$ cat src/rtl/edge_event_arbiter_if.sv
// Event port between edge_event_arbiter (master) and its consumer (slave).
// evt_level exists only when EDGE_ARB_BOTH_EDGES_EN is defined.
// Handshake: the master holds evt_valid and the payload stable until it samples
// evt_valid & evt_ready at a posedge; the consumer may drive evt_ready freely.
interface edge_event_arbiter_if #(
  parameter int N_CH  = 4,
  parameter int CNT_W = 8
);
  localparam int ID_W = $clog2(N_CH);

  logic             evt_valid;
  logic             evt_ready;
  logic [ID_W-1:0]  evt_id;
  logic [CNT_W-1:0] evt_count;
  logic             evt_sat;
`ifdef EDGE_ARB_BOTH_EDGES_EN
  logic             evt_level;
`endif

  modport master (
    output evt_valid, evt_id, evt_count, evt_sat,
`ifdef EDGE_ARB_BOTH_EDGES_EN
    output evt_level,
`endif
    input  evt_ready
  );

  modport slave (
    input  evt_valid, evt_id, evt_count, evt_sat,
`ifdef EDGE_ARB_BOTH_EDGES_EN
    input  evt_level,
`endif
    output evt_ready
  );
endinterface

$ cat src/rtl/edge_event_arbiter.sv
// Coalesces per-channel edges into saturating counts and serves them round-robin
// over one registered valid/ready slot. EDGE_ARB_BOTH_EDGES_EN counts both edges and adds evt_level.
module edge_event_arbiter #(
  parameter int N_CH  = 4,
  parameter int CNT_W = 8,
  localparam int ID_W = $clog2(N_CH)
) (
  input  logic            clk,
  input  logic            rst,
  input  logic [N_CH-1:0] sig,
  input  logic [N_CH-1:0] ch_en,
  edge_event_arbiter_if.master evt
);
  localparam logic [CNT_W-1:0] CNT_MAX = '1;

  logic             armed;
  logic [N_CH-1:0]  prev_sig;
  logic [N_CH-1:0]  pending;
  logic [N_CH-1:0]  sat;
  logic [CNT_W-1:0] cnt [N_CH];
  logic [ID_W-1:0]  rr;

  logic [N_CH-1:0]  edge_det;
  logic [N_CH-1:0]  hit;
  logic [N_CH-1:0]  req;
  logic [ID_W-1:0]  winner;
  logic             found;
  logic             slot_free;
  logic             load;
  int               idx;

`ifdef EDGE_ARB_BOTH_EDGES_EN
  assign edge_det = sig ^ prev_sig;
`else
  assign edge_det = sig & ~prev_sig;
`endif

  // prev_sig is zero straight out of reset, so the first cycle after release only
  // samples sig; otherwise a channel held high through reset would look like an edge.
  assign hit       = armed ? (edge_det & ch_en) : '0;
  assign req       = pending & ch_en;
  assign slot_free = !evt.evt_valid || evt.evt_ready;
  assign load      = slot_free && found;

  always_comb begin
    found  = 1'b0;
    winner = '0;
    idx    = 0;
    for (int k = 0; k < N_CH; k++) begin
      idx = int'(rr) + k;
      if (idx >= N_CH) idx = idx - N_CH;
      if (!found && req[idx]) begin
        found  = 1'b1;
        winner = ID_W'(idx);
      end
    end
  end

  always_ff @(posedge clk or negedge rst) begin
    if (!rst) begin
      armed         <= 1'b0;
      prev_sig      <= '0;
      pending       <= '0;
      sat           <= '0;
      for (int i = 0; i < N_CH; i++) cnt[i] <= '0;
      rr            <= '0;
      evt.evt_valid <= 1'b0;
      evt.evt_id    <= '0;
      evt.evt_count <= '0;
      evt.evt_sat   <= 1'b0;
    end else begin
      armed    <= 1'b1;
      prev_sig <= sig;

      for (int i = 0; i < N_CH; i++) begin
        if (!ch_en[i]) begin
          pending[i] <= 1'b0;
          cnt[i]     <= '0;
          sat[i]     <= 1'b0;
        end else if (load && winner == ID_W'(i)) begin
          // The old count moves to the slot; an edge arriving now starts a fresh count.
          pending[i] <= hit[i];
          cnt[i]     <= hit[i] ? CNT_W'(1) : '0;
          sat[i]     <= 1'b0;
        end else if (hit[i]) begin
          pending[i] <= 1'b1;
          if (cnt[i] == CNT_MAX) sat[i] <= 1'b1;
          else                   cnt[i] <= cnt[i] + 1'b1;
        end
      end

      if (slot_free) begin
        if (found) begin
          evt.evt_valid <= 1'b1;
          evt.evt_id    <= winner;
          evt.evt_count <= cnt[winner];
          evt.evt_sat   <= sat[winner];
          rr            <= (winner == ID_W'(N_CH - 1)) ? '0 : winner + 1'b1;
        end else begin
          evt.evt_valid <= 1'b0;
        end
      end
    end
  end

`ifdef EDGE_ARB_BOTH_EDGES_EN
  logic [N_CH-1:0] level;

  always_ff @(posedge clk or negedge rst) begin
    if (!rst) begin
      level         <= '0;
      evt.evt_level <= 1'b0;
    end else begin
      for (int i = 0; i < N_CH; i++) begin
        if (hit[i]) level[i] <= sig[i];
      end
      if (load) evt.evt_level <= level[winner];
    end
  end
`endif

endmodule
$ cat src/flat_wrapper.sv
// flat-port wrapper written by rule: the top's interface ports become plain ports
module edge_event_arbiter_flat 
#(
  parameter int N_CH  = 4,
  parameter int CNT_W = 8,
  localparam int ID_W = $clog2(N_CH)
)
  (clk, rst, sig, ch_en, evt_evt_valid, evt_evt_id, evt_evt_count, evt_evt_sat, evt_evt_ready);
  edge_event_arbiter_if #(.N_CH(N_CH), .CNT_W(CNT_W)) evt_i ();
  input  logic clk;
  input  logic rst;
  input  logic [N_CH-1:0] sig;
  input  logic [N_CH-1:0] ch_en;
  output wire logic [$bits(evt_i.evt_valid)-1:0] evt_evt_valid;
  output wire logic [$bits(evt_i.evt_id)-1:0] evt_evt_id;
  output wire logic [$bits(evt_i.evt_count)-1:0] evt_evt_count;
  output wire logic [$bits(evt_i.evt_sat)-1:0] evt_evt_sat;
  input wire logic [$bits(evt_i.evt_ready)-1:0] evt_evt_ready;
  assign evt_evt_valid = evt_i.evt_valid;
  assign evt_evt_id = evt_i.evt_id;
  assign evt_evt_count = evt_i.evt_count;
  assign evt_evt_sat = evt_i.evt_sat;
  assign evt_i.evt_ready = evt_evt_ready;
  edge_event_arbiter #(.N_CH(N_CH), .CNT_W(CNT_W)) u_core (.clk(clk), .rst(rst), .sig(sig), .ch_en(ch_en), .evt(evt_i));
endmodule
$ cat config.mk
export PLATFORM = sky130hd
export DESIGN_NAME = edge_event_arbiter_flat
export DESIGN_NICKNAME = d
export VERILOG_FILES = /design/src/rtl/edge_event_arbiter_if.sv /design/src/rtl/edge_event_arbiter.sv /design/src/flat_wrapper.sv
export SDC_FILE = /design/constraint.sdc
export NUM_CORES = 1
export LEC_CHECK = 0
export ABC_AREA = 1
export ABC_CLOCK_PERIOD_IN_PS = 3200
export BUFFER_PORTS_ARGS = -buffer_cell sky130_fd_sc_hd__buf_2
export CORE_MARGIN = 4
export CORE_UTILIZATION = 50
export CTS_BUF_LIST = sky130_fd_sc_hd__clkbuf_16
export CTS_CLUSTER_SIZE = 28
export DETAILED_ROUTE_END_ITERATION = 12
export GPL_ROUTABILITY_DRIVEN = 0
export PLACE_DENSITY = 0.77
export SYNTH_ARGS = -nofsm -noshare
export SYNTH_HDL_FRONTEND = slang
export SYNTH_SLANG_ARGS = --single-unit
$ cat constraint.sdc
create_clock -name clk -period 3.2 [get_ports clk]
set_input_delay 0.16 -clock clk [delete_from_list [all_inputs] [get_ports clk]]
set_output_delay 0.16 -clock clk [all_outputs]
set_load 0.005 [all_outputs]
==> summary.md <==
| Metric | Value |
|---|---|
| Outcome | `complete, no violations` |
| Commonest non-fill, non-tap cells in the layout | `nand2_1, dfrtp_1, nand3_1, inv_1, nor2_1` |
| Tot GR Track Use | `0.2094` |
| Clk root buf | `clkbuf_16` |
| Syn_nets | `480` |
| WP data required | `3.42 ns` |
| Die Y-Extent | `93.31 µm` |
| Lkg Pwr | `2.032 nW` |
| Max Cap Violations | `0` |
| Hold WC Path Type | `in2reg` |
| Yosys warns | `0` |
| Fin nets | `509` |
| Skew final | `0.003818 ns` |
| PwrDens | `853.7 nW/µm²` |
| Worst Setup End Kind | `flip-flop` |
| Initial Util | `0.5240` |
| Post-route cell area | `roughly 4200 µm²` |
| RSZ-0062 raised after global routing | `no` |
| Final WL | `~8400 µm` |
| Synthesized area | `3638 µm²` |
| Slew Viols, Final | `0` |
| Initial antenna violation count | `0` |
| Io pins | `23` |
| Ant diodes | `0` |
| Synth-to-Final Area Change | `15.20%` |
| Cell count after synthesis | `465` |
| Final Cycle Share | `0.7894` |
| Commonest non-fill, non-tap cell in the layout | `nand2_1` |
| CP Class | `reg2reg` |
| Max_slew headroom | `0.5078` |
| First-pass GRT wire length | `14,300 µm` |
| Port-buffer cells | `22` |
| CTS tree | `built` |
| Total negative slack | `0 ns` |
| Die area | `slightly below 9000 µm²` |
| Post-CTS Resized | `0` |
| Core area | `6944 µm²` |
| Maximum clock rate | `395.9 MHz` |
| Largest net degree at the start of global routing | `33` |
| Startpoint Class | `flip-flop` |
| Row cnt | `30` |
| Fill count | `599` |
| Tmin final | `2.526 ns` |
| H-tree depth | `3` |
| Peak VDD IR | `0.3891 mV` |
| Share of cells above drive strength 1 | `0.1824` |
| Total power | `between 3 and 4 mW` |
| Via count | `around 3,200` |
| Synthesized flop and latch total | `59` |
| CP Max Fanout | `14` |
| Netlist cell types | `37` |
| Worst-Skew Late Latency | `0.33 ns` |
| Vias in the first global route | `~3,000` |
| Die Span X | `about 93 µm` |
| Detail Placement HPWL | `between 6000 and 7000 µm` |
| DR WL/cell | `14.16 µm` |
| DRC Markers | `0` |
| Seq/Total Area, Yosys | `0.4058` |
| CTS sink cnt | `59` |
| Final setup fails | `0` |
| Antenna viol nets, final | `0` |
| Max clock buf depth | `2` |
| DR pass1 iterations | `4` |
| Congestion Overflow GR | `0` |
| DRT iter0 DRCs | `265` |
| Avg Synthesized Cell Area | `7.825 µm²` |
| Worst-path clk slew | `0.06 ns` |
| Final Hold Viols | `0` |
| Setup bufs post-CTS | `0` |
| Worst-margin pin slew | `0.7383 ns` |
| Total CTS buffers | `9` |
| Post-place instance area | `3792 µm²` |
| Crit path DAT | `2.74 ns` |
| Vias/cell | `approximately 5.3` |
==> registers in the layout, summed over array words and instances (netlist names) <==
register / cells
u_core.evt.evt_valid: 1
u_core.evt.evt_count: 8
u_core.pending: 4
u_core.armed: 1
u_core.prev_sig: 4
u_core.evt.evt_id: 2
u_core.cnt: 32
u_core.sat: 4
u_core.evt.evt_sat: 1
u_core.rr: 2
==> power by group <==
part	switching (mW)	total, mW	internal [mW]
logic	1.06	1.52	0.464
clock network	0.362	1.13	0.766
registers	0.0922	0.931	0.839
==> area by class of cell <==
class                      count  area, µm²  area share
clock buffer                   9      225.2     0.05373
clock inverter                 7      123.9     0.02955
inverter                      54      205.2     0.04896
tap                           96      120.1     0.02866
sequential                    59       1476      0.3522
multi-input combinational    341       1866      0.4451
timing repair buffer          29      175.2     0.04179
==> cell families (layout without fill, tap and decap cells) <==
kind of cell,Yosys count,count (layout),synth area share
buffers and inverters,65,99,0.08150
flip-flops,59,59,0.4058
other,1,1,0.001031
adder cells (fa/ha/maj),4,4,0.01376
AO/OA/AOI/OAI,25,25,0.04127
XOR/XNOR,19,19,0.04574
AND/OR/NAND/NOR,292,292,0.4109
==> metrics by stage <==
| stage | utilization | hold WS [ns] | worst slack, ns | instances |
|---|---|---|---|---|
| floorplan | - | -0.1356 | 1.379 | 465 |
| global placement | 0.5461 | 0.2519 | 0.7998 | 574 |
| detailed placement | 0.5461 | 0.2593 | 0.7196 | 574 |
| CTS | 0.6036 | 0.03803 | 0.6984 | 595 |
| global route | 0.6036 | 0.06024 | 0.4332 | 595 |
| finish | 0.6036 | 0.04286 | 0.6739 | 595 |
==> worst max-delay path, stage by stage, from the launching register on <==
cell and delay (ns):
dfrtp_1 0.68, inv_2 0.27, nand2_1 0.12, nand2_1 0.10, nand2_1 0.11, nand2_2 0.09
nand4_1 0.12, nand2_1 0.08, nor2_2 0.44, nand3_4 0.18, a31o_2 0.24
==> layer usage <==
layer,up-vias,wire (µm),track usage
met5,-,0,0
met4,0,102,0.07570
met3,16,468,0.04425
met1,1487,3961,0.2866
li1,1548,-,-
met2,109,3890,0.3276
==> synthesized netlist by cell type <==
| library cell | n | area share |
|---|---|---|
| nand3_2 | 8 | 0.022 |
| nand2_4 | 5 | 0.015 |
| nor2_2 | 11 | 0.019 |
| o211ai_1 | 3 | 0.0062 |
| buf_2 | 4 | 0.0055 |
| inv_2 | 2 | 0.0021 |
| dfrtp_1 | 59 | 0.41 |
| o21ai_1 | 3 | 0.0041 |
| a21oi_2 | 1 | 0.0024 |
| xor2_1 | 19 | 0.046 |
| nor2_8 | 1 | 0.0055 |
| nor4_1 | 1 | 0.0017 |
| o21ai_2 | 1 | 0.0024 |
| inv_1 | 51 | 0.053 |
| a31o_2 | 2 | 0.0048 |
| nor3b_2 | 2 | 0.0069 |
| nand4_1 | 10 | 0.017 |
| o21bai_1 | 1 | 0.0021 |
| nor3b_1 | 2 | 0.0041 |
| and3_1 | 1 | 0.0017 |
| o21ai_0 | 8 | 0.011 |
| nand2_2 | 9 | 0.015 |
| nor2_4 | 2 | 0.0062 |
| ha_1 | 4 | 0.014 |
| nand2_1 | 123 | 0.13 |
| nor3_1 | 15 | 0.021 |
| buf_4 | 2 | 0.0041 |
| buf_6 | 5 | 0.015 |
| nand3_4 | 4 | 0.019 |
| inv_4 | 1 | 0.0017 |
| nor2_1 | 39 | 0.040 |
| nand3b_1 | 3 | 0.0062 |
| conb_1 | 1 | 0.0010 |
| nand3_1 | 54 | 0.074 |
| nand2_8 | 1 | 0.0055 |
| nor3_2 | 1 | 0.0028 |
| a21oi_1 | 6 | 0.0083 |
==> final timing paths <==
| check | startpoint | end | slack, ns | depth (start not counted) |
|---|---|---|---|---|
| max | u_core.rr[0] | u_core.pending[1] | 0.67 | 10 |
| min | evt_evt_ready | u_core.evt.evt_valid | 0.04 | 2 |
| max reg2reg | u_core.rr[0] | u_core.pending[1] | 0.67 | 10 |
| min reg2reg | u_core.evt.evt_count[6] | u_core.evt.evt_count[6] | 0.47 | 2 |
| max in group asynchronous | rst | u_core.cnt[15] | 2.08 | 3 |
| min in group asynchronous | rst | u_core.prev_sig[0] | 0.42 | 2 |
==> timing repair <==
item,in CTS,in global routing
setup endpoints to repair,0,0
endpoints found under the hold margin,34,0
hold buffers,5,0
(Power assumes the default switching activity.)
